**src/rtl/max7219_driver.sv**
```systemverilog
// MAX7219 3-wire serialiser: init command set after reset, then one frame per digit on each accepted update.
// Optional MAX7219_REFRESH_EN: after REFRESH_CYCLES idle cycles the init and digit frames are resent.
module max7219_driver #(
   parameter int unsigned CLK_DIV        = 2,
   parameter int unsigned NUM_DIGITS     = 8,
   parameter logic [3:0]  INTENSITY      = 4'h8,
   parameter int unsigned REFRESH_CYCLES = 1_000_000
) (
   input  logic                    clk,
   input  logic                    rst,
   input  logic [7*NUM_DIGITS-1:0] seg_in,
   input  logic [NUM_DIGITS-1:0]   dp_in,
   input  logic                    update,
   output logic                    ready,
   output logic                    sclk,
   output logic                    din,
   output logic                    load
);

   localparam int unsigned     DIV_W      = (CLK_DIV > 1) ? $clog2(CLK_DIV) : 1;
   localparam logic [DIV_W-1:0] DIV_LAST  = DIV_W'(CLK_DIV - 1);
   localparam logic [2:0]      INIT_LAST  = 3'd4;
   localparam logic [2:0]      DIGIT_LAST = 3'(NUM_DIGITS - 1);
   localparam logic [3:0]      SCAN_LIMIT = 4'(NUM_DIGITS - 1);

   localparam logic [1:0] ST_INIT   = 2'd0;
   localparam logic [1:0] ST_DIGITS = 2'd1;
   localparam logic [1:0] ST_IDLE   = 2'd2;

   // Each bit is a LOW then a HIGH half; the two GAP halves hold load high to latch the frame.
   localparam logic [1:0] PH_LOW  = 2'd0;
   localparam logic [1:0] PH_HIGH = 2'd1;
   localparam logic [1:0] PH_GAP0 = 2'd2;
   localparam logic [1:0] PH_GAP1 = 2'd3;

   if (CLK_DIV < 1 || NUM_DIGITS < 1 || NUM_DIGITS > 8 || REFRESH_CYCLES < 2) begin : g_bad_params
      $error("max7219_driver: illegal parameter value");
   end

   logic [1:0]       state_q, state_d;
   logic [2:0]       idx_q, idx_d;
   logic             busy_q, busy_d;
   logic [1:0]       phase_q, phase_d;
   logic [3:0]       bit_q, bit_d;
   logic [DIV_W-1:0] div_q, div_d;
   logic [7:0]       snap_q [NUM_DIGITS];
   logic [7:0]       snap_d [NUM_DIGITS];
   logic             sclk_q, sclk_d;
   logic             din_q, din_d;
   logic             load_q, load_d;
   logic             ready_q, ready_d;

   logic             start_frame;
   logic             frame_done;
   logic             shifting_d;
   logic [15:0]      word_d;
   logic [7:0]       dig_byte [NUM_DIGITS];

`ifdef MAX7219_REFRESH_EN
   localparam int unsigned      IDLE_W    = $clog2(REFRESH_CYCLES);
   localparam logic [IDLE_W-1:0] IDLE_LAST = IDLE_W'(REFRESH_CYCLES - 1);
   logic [IDLE_W-1:0] idle_cnt_q, idle_cnt_d;
`endif

   // Register data byte: D7=dp, D6..D0 = ~A..~G (input is active-low GFEDCBA).
   for (genvar gi = 0; gi < NUM_DIGITS; gi++) begin : g_map
      assign dig_byte[gi] = {dp_in[gi],
                             ~seg_in[7*gi+0], ~seg_in[7*gi+1], ~seg_in[7*gi+2],
                             ~seg_in[7*gi+3], ~seg_in[7*gi+4], ~seg_in[7*gi+5],
                             ~seg_in[7*gi+6]};
   end

   always_comb begin
      state_d     = state_q;
      idx_d       = idx_q;
      busy_d      = busy_q;
      phase_d     = phase_q;
      bit_d       = bit_q;
      div_d       = div_q;
      snap_d      = snap_q;
      start_frame = 1'b0;
      frame_done  = 1'b0;
`ifdef MAX7219_REFRESH_EN
      idle_cnt_d  = '0;
`endif

      if (busy_q) begin
         if (div_q == DIV_LAST) begin
            div_d = '0;
            case (phase_q)
               PH_LOW:  phase_d = PH_HIGH;
               PH_HIGH: begin
                  if (bit_q == 4'd0) begin
                     phase_d = PH_GAP0;
                  end else begin
                     phase_d = PH_LOW;
                     bit_d   = bit_q - 4'd1;
                  end
               end
               PH_GAP0: phase_d = PH_GAP1;
               default: frame_done = 1'b1;
            endcase
         end else begin
            div_d = div_q + DIV_W'(1);
         end
      end

      // Sequencing decisions happen only between frames, so the next frame follows with no dead cycle.
      if (!busy_q || frame_done) begin
         case (state_q)
            ST_INIT: begin
               start_frame = 1'b1;
               if (busy_q) begin
                  if (idx_q == INIT_LAST) begin
                     state_d = ST_DIGITS;
                     idx_d   = '0;
                  end else begin
                     idx_d = idx_q + 3'd1;
                  end
               end
            end
            ST_DIGITS: begin
               if (!busy_q) begin
                  start_frame = 1'b1;
               end else if (idx_q == DIGIT_LAST) begin
                  state_d = ST_IDLE;
                  busy_d  = 1'b0;
               end else begin
                  idx_d       = idx_q + 3'd1;
                  start_frame = 1'b1;
               end
            end
            default: begin
               if (update) begin
                  snap_d      = dig_byte;
                  state_d     = ST_DIGITS;
                  idx_d       = '0;
                  start_frame = 1'b1;
               end
`ifdef MAX7219_REFRESH_EN
               else if (idle_cnt_q == IDLE_LAST) begin
                  state_d     = ST_INIT;
                  idx_d       = '0;
                  start_frame = 1'b1;
               end else begin
                  idle_cnt_d = idle_cnt_q + IDLE_W'(1);
               end
`endif
            end
         endcase
      end

      if (start_frame) begin
         busy_d  = 1'b1;
         phase_d = PH_LOW;
         bit_d   = 4'd15;
         div_d   = '0;
      end
   end

   always_comb begin
      word_d = 16'h0000;
      if (state_d == ST_INIT) begin
         case (idx_d)
            3'd0:    word_d = 16'h0F00;
            3'd1:    word_d = 16'h0900;
            3'd2:    word_d = {8'h0A, 4'h0, INTENSITY};
            3'd3:    word_d = {8'h0B, 4'h0, SCAN_LIMIT};
            default: word_d = 16'h0C01;
         endcase
      end else begin
         word_d = {4'h0, {1'b0, idx_d} + 4'd1, snap_d[idx_d]};
      end
   end

   // Pins are registered from next-state so they come straight off flops.
   always_comb begin
      shifting_d = busy_d && (phase_d == PH_LOW || phase_d == PH_HIGH);
      load_d     = !shifting_d;
      sclk_d     = busy_d && (phase_d == PH_HIGH);
      din_d      = shifting_d && word_d[bit_d];
      ready_d    = (state_d == ST_IDLE);
   end

   always_ff @(posedge clk or posedge rst) begin
      if (rst) begin
         state_q <= ST_INIT;
         idx_q   <= '0;
         busy_q  <= 1'b0;
         phase_q <= PH_LOW;
         bit_q   <= '0;
         div_q   <= '0;
         for (int i = 0; i < NUM_DIGITS; i++) begin
            snap_q[i] <= 8'h00;
         end
         sclk_q  <= 1'b0;
         din_q   <= 1'b0;
         load_q  <= 1'b1;
         ready_q <= 1'b0;
      end else begin
         state_q <= state_d;
         idx_q   <= idx_d;
         busy_q  <= busy_d;
         phase_q <= phase_d;
         bit_q   <= bit_d;
         div_q   <= div_d;
         snap_q  <= snap_d;
         sclk_q  <= sclk_d;
         din_q   <= din_d;
         load_q  <= load_d;
         ready_q <= ready_d;
      end
   end

`ifdef MAX7219_REFRESH_EN
   always_ff @(posedge clk or posedge rst) begin
      if (rst) begin
         idle_cnt_q <= '0;
      end else begin
         idle_cnt_q <= idle_cnt_d;
      end
   end
`endif

   assign ready = ready_q;
   assign sclk  = sclk_q;
   assign din   = din_q;
   assign load  = load_q;

endmodule

```
**config.mk**
```make
export PLATFORM = sky130hd
export DESIGN_NAME = max7219_driver
export DESIGN_NICKNAME = d
export VERILOG_FILES = /design/src/rtl/max7219_driver.sv
export SDC_FILE = /design/constraint.sdc
export NUM_CORES = 1
export LEC_CHECK = 0
export CAP_MARGIN = 0
export CORE_MARGIN = 2
export CORE_UTILIZATION = 48
export CTS_CLUSTER_SIZE = 12
export DETAILED_ROUTE_END_ITERATION = 12
export PLACE_DENSITY = 0.76
export SYNTH_ARGS = -nofsm -noshare
export SYNTH_HDL_FRONTEND = slang
export SYNTH_SLANG_ARGS = --single-unit
```
**constraint.sdc**
```tcl
create_clock -name clk -period 3.3 [get_ports clk]
set_input_delay 0.66 -clock clk [delete_from_list [all_inputs] [get_ports clk]]
set_output_delay 0.66 -clock clk [all_outputs]
set_load 0.01 [all_outputs]
```
==> results <==
-- critical path, delay by kind of cell (launching register included) --
kind            cells  cell delay, ns
buf+inv             2            0.35
simple gates        1            0.19
compound gates      6            1.34
flops               1            0.42
mux                 1            0.31
fa+ha+maj           2            0.42
-- flip-flops by register name (all words and copies together), names as in the netlist --
register,count
div_q,1
sclk,1
phase_q,2
load,1
din,1
busy_q,1
ready,1
snap_q,64
bit_q,4
idx_q,3
state_q,2
-- placed cells by master (no fill, tap or decap), types with 5 or more instances in the layout --
master,count
clkbuf_8,9
a21oi_1,13
ha_1,6
a211oi_1,14
nor2b_1,6
nand2_1,84
o211ai_1,5
inv_1,22
nor3_1,8
o21ai_0,57
and2_1,5
dfrtp_1,80
nand3_1,7
clkdlybuf4s50_1,70
mux2i_1,23
nor2_1,26
buf_4,22
-- stage by stage --
stage | setup TNS (ns) | cell area, µm² | instances | utilization
3_3_place_gp | -0.03765 | 5176 | 635 | 0.5965
3_5_place_dp | -0.008779 | 5176 | 635 | 0.5965
5_1_grt | 0 | 5388 | 652 | 0.6208
2_1_floorplan | 0 | 4265 | 463 | -
4_1_cts | 0 | 5361 | 650 | 0.6178
6_report | 0 | 5388 | 652 | 0.6208
-- routing by layer --
metal / vias to the layer above / wire length [µm]
met5: - / 0
met4: 0 / 117
met3: 15 / 557
met2: 130 / 5144
met1: 1753 / 4586
li1: 1782 / -
-- power by group --
| group | internal, mW | total [mW] | leakage, nW | switching (mW) |
|---|---|---|---|---|
| sequential | 0.992 | 0.992 | 1.04 | 0 |
| combinational | 0.0707 | 0.103 | 1.33 | 0.0319 |
| clock | 0.346 | 0.702 | 0.0961 | 0.356 |
| total | 1.41 | 1.80 | 2.46 | 0.388 |
-- worst max-delay path by stage --
stage                         from   to  slack, ns  cells past startpoint
after global placement      update  din      -0.04                     11
after global routing      idx_q[1]  din       0.01                     16
after detailed placement    update  din     -0.009                     11
after floorplan           idx_q[0]  din       0.22                     16
final                     idx_q[1]  din       0.18                     12
after CTS                 idx_q[0]  din       0.13                     15
-- final cells by class --
type                            instances  share of cell area
Sequential cell                        81              0.3765
Multi-Input combinational cell        327              0.3725
Timing Repair Buffer                   96              0.1739
Tap cell                              108             0.02508
Clock buffer                           10             0.02369
Inverter                               25             0.01765
Clock inverter                          5             0.01068
-- kinds of logic after synthesis --
family,after synthesis,synth area share
fa+ha+maj,6,0.01760
xor+xnor,2,0.004108
simple gates,159,0.1698
compound gates,131,0.2004
buf+inv,55,0.05749
flops,81,0.4755
mux,29,0.07509
-- timing repair --
action                                  CTS  global route
buffers inserted                          0             2
resized for setup                         0             3
endpoints found under the setup margin    0             1
==> run_results.csv <==
group,metric,value,unit
run_status,outcome,"finished, final reports clean",
timing,hold-worst-slack,0.4768,ns
pwr,power_density,333.4,nW/µm²
floorplan,rows,34,
global_route,overflow,0,
timing,fin_crit_sh,0.9446,
clock_network,cts_buffer_depth,2,
clock_network,postCtsHoldBufs,0,
worst_setup_path,r2r_setup_slack,0.18,ns
worst_setup_path,r2r_cells,12,
floorplan,core-area,8678,µm²
worst_setup_path,cp.arrival,3.38,ns
worst_setup_path,critPathCaptureType,"flip-flop",
clock_network,numCtsBuffers,9,
detailed_routing,vias,3680,
yosys,synth_edf_count,0,
timing,finClkSkew,0.01208,ns
timing,worst_pin_slew,0.6694,ns
timing,min_period,3.117,ns
final_layout,final-seq-area,2028,µm²
worst_setup_path,cp_max_fo,19,
final_layout,final_nets,613,
final_layout,area_growth,26.31,%
placed_design,preCtsSetupSlack,-0.008779,ns
timing,clock.fmax,320.8,MHz
detailed_routing,drtPass1Iterations,5,
global_route,grt_max_degree,54,
clock_network,root_buffer,"clkbuf_8",
yosys,yosysWarnings,0,
yosys,ys.flop_type,"dfrtp_1",
min_path,hold_depth,2,
detailed_routing,wire_per_inst,15.96,µm
clock_network,clkTransAtPathRegs,0.08,ns
min_path,hold_path.class,"reg2reg",
yosys,synth_common_cells,"nand2_1, dfrtp_1, o21ai_0",
final_layout,multi_input_area,2007,µm²
detailed_routing,drtIter0Drc,326,
job,cap_violations,0,
final_layout,layout-drive-gt1-share,0.1121,
placed_design,numPortBuffers,70,
pwr,ir_worst_vdd,220.8,µV
floorplan,ioPinCount,71,
worst_setup_path,r2r_start,"idx_q[1]",
timing,setup_slack,0.1829,ns
yosys,yosys.area.top_type,"dfrtp_1",
detailed_routing,drc,0,
pwr,power,1.796,mW
worst_setup_path,max_stage_delay,0.42,ns
floorplan,die-area,9656,µm²
placed_design,gp_congestion,0.8902,
worst_setup_path,critical-path-slowest-cell,"dfrtp_1",
global_route,gr-usage-met3,0.04152,
clock_network,htree_levels,3,
floorplan,die_x,98.27,µm
global_route,grt_busiest_layer,"met2",
yosys,synth_nets,536,
global_route,grt_use_total,0.2228,
floorplan,fp.dieH,98.27,µm
yosys,ys_seq_area_frac,0.4755,
timing,hold_viol_final,0,
clock_network,cts_tree,"done",
min_path,hold_end,"snap_q[36]",
pwr,p_leak,2.458,nW
yosys,synth_top_area_frac,0.4693,
floorplan,start_util,0.4915,
final_layout,antenna_cells,0,
timing,rsz0062_at_grt,"no",
global_route,antenna_found_initial,0,
detailed_routing,ant_nets,0,
global_route,grt_pass1_vias,3654,
worst_setup_path,cpMostUsedCell,"ha_1",
yosys,yosysUniqueCellTypes,65,
global_route,globalRouteMet1Util,0.3014,
yosys,synth_area_leaders,"dfrtp_1, nand2_1, o21ai_0",
worst_setup_path,r2r-end,"din",
yosys,syn_area_per_cell,9.212,µm²
global_route,met2_usage,0.3783,
clock_network,clock-sinks,81,
worst_setup_path,path_cells,"ha_1 > ha_1 > nand2b_1 > mux2_2 > o2bb2ai_1 > a21oi_2 > inv_1 > buf_4 > o32a_1 > o311ai_0 > o31ai_1 > o211ai_1",
min_path,min-delay-start,"snap_q[36]",
global_route,grt_pass1_wl,17.55,mm
timing,relSlewSlack,0.5532,
yosys,syn_area,4265,µm²
yosys,async_flop_share,1.000,
detailed_routing,viasPerCell,5.644,
worst_setup_path,critPathRequiredTime,3.56,ns
worst_setup_path,start_kind,"flip-flop",
detailed_routing,wirelength,10.41,mm
timing,setup_violations,0,
final_layout,fillCellCount,758,
worst_setup_path,critical_path_class,"reg2reg",
yosys,synthCells,463,
yosys,ys_ff_latch,81,
yosys,synthMostInstantiatedCell,"nand2_1",
timing,maxSlewViolCount,0,
clock_network,clkLatencyLatePin,0.35,ns
placed_design,dp_hpwl,7.838,mm
No activity file was read; power rests on OpenSTA's default activity.
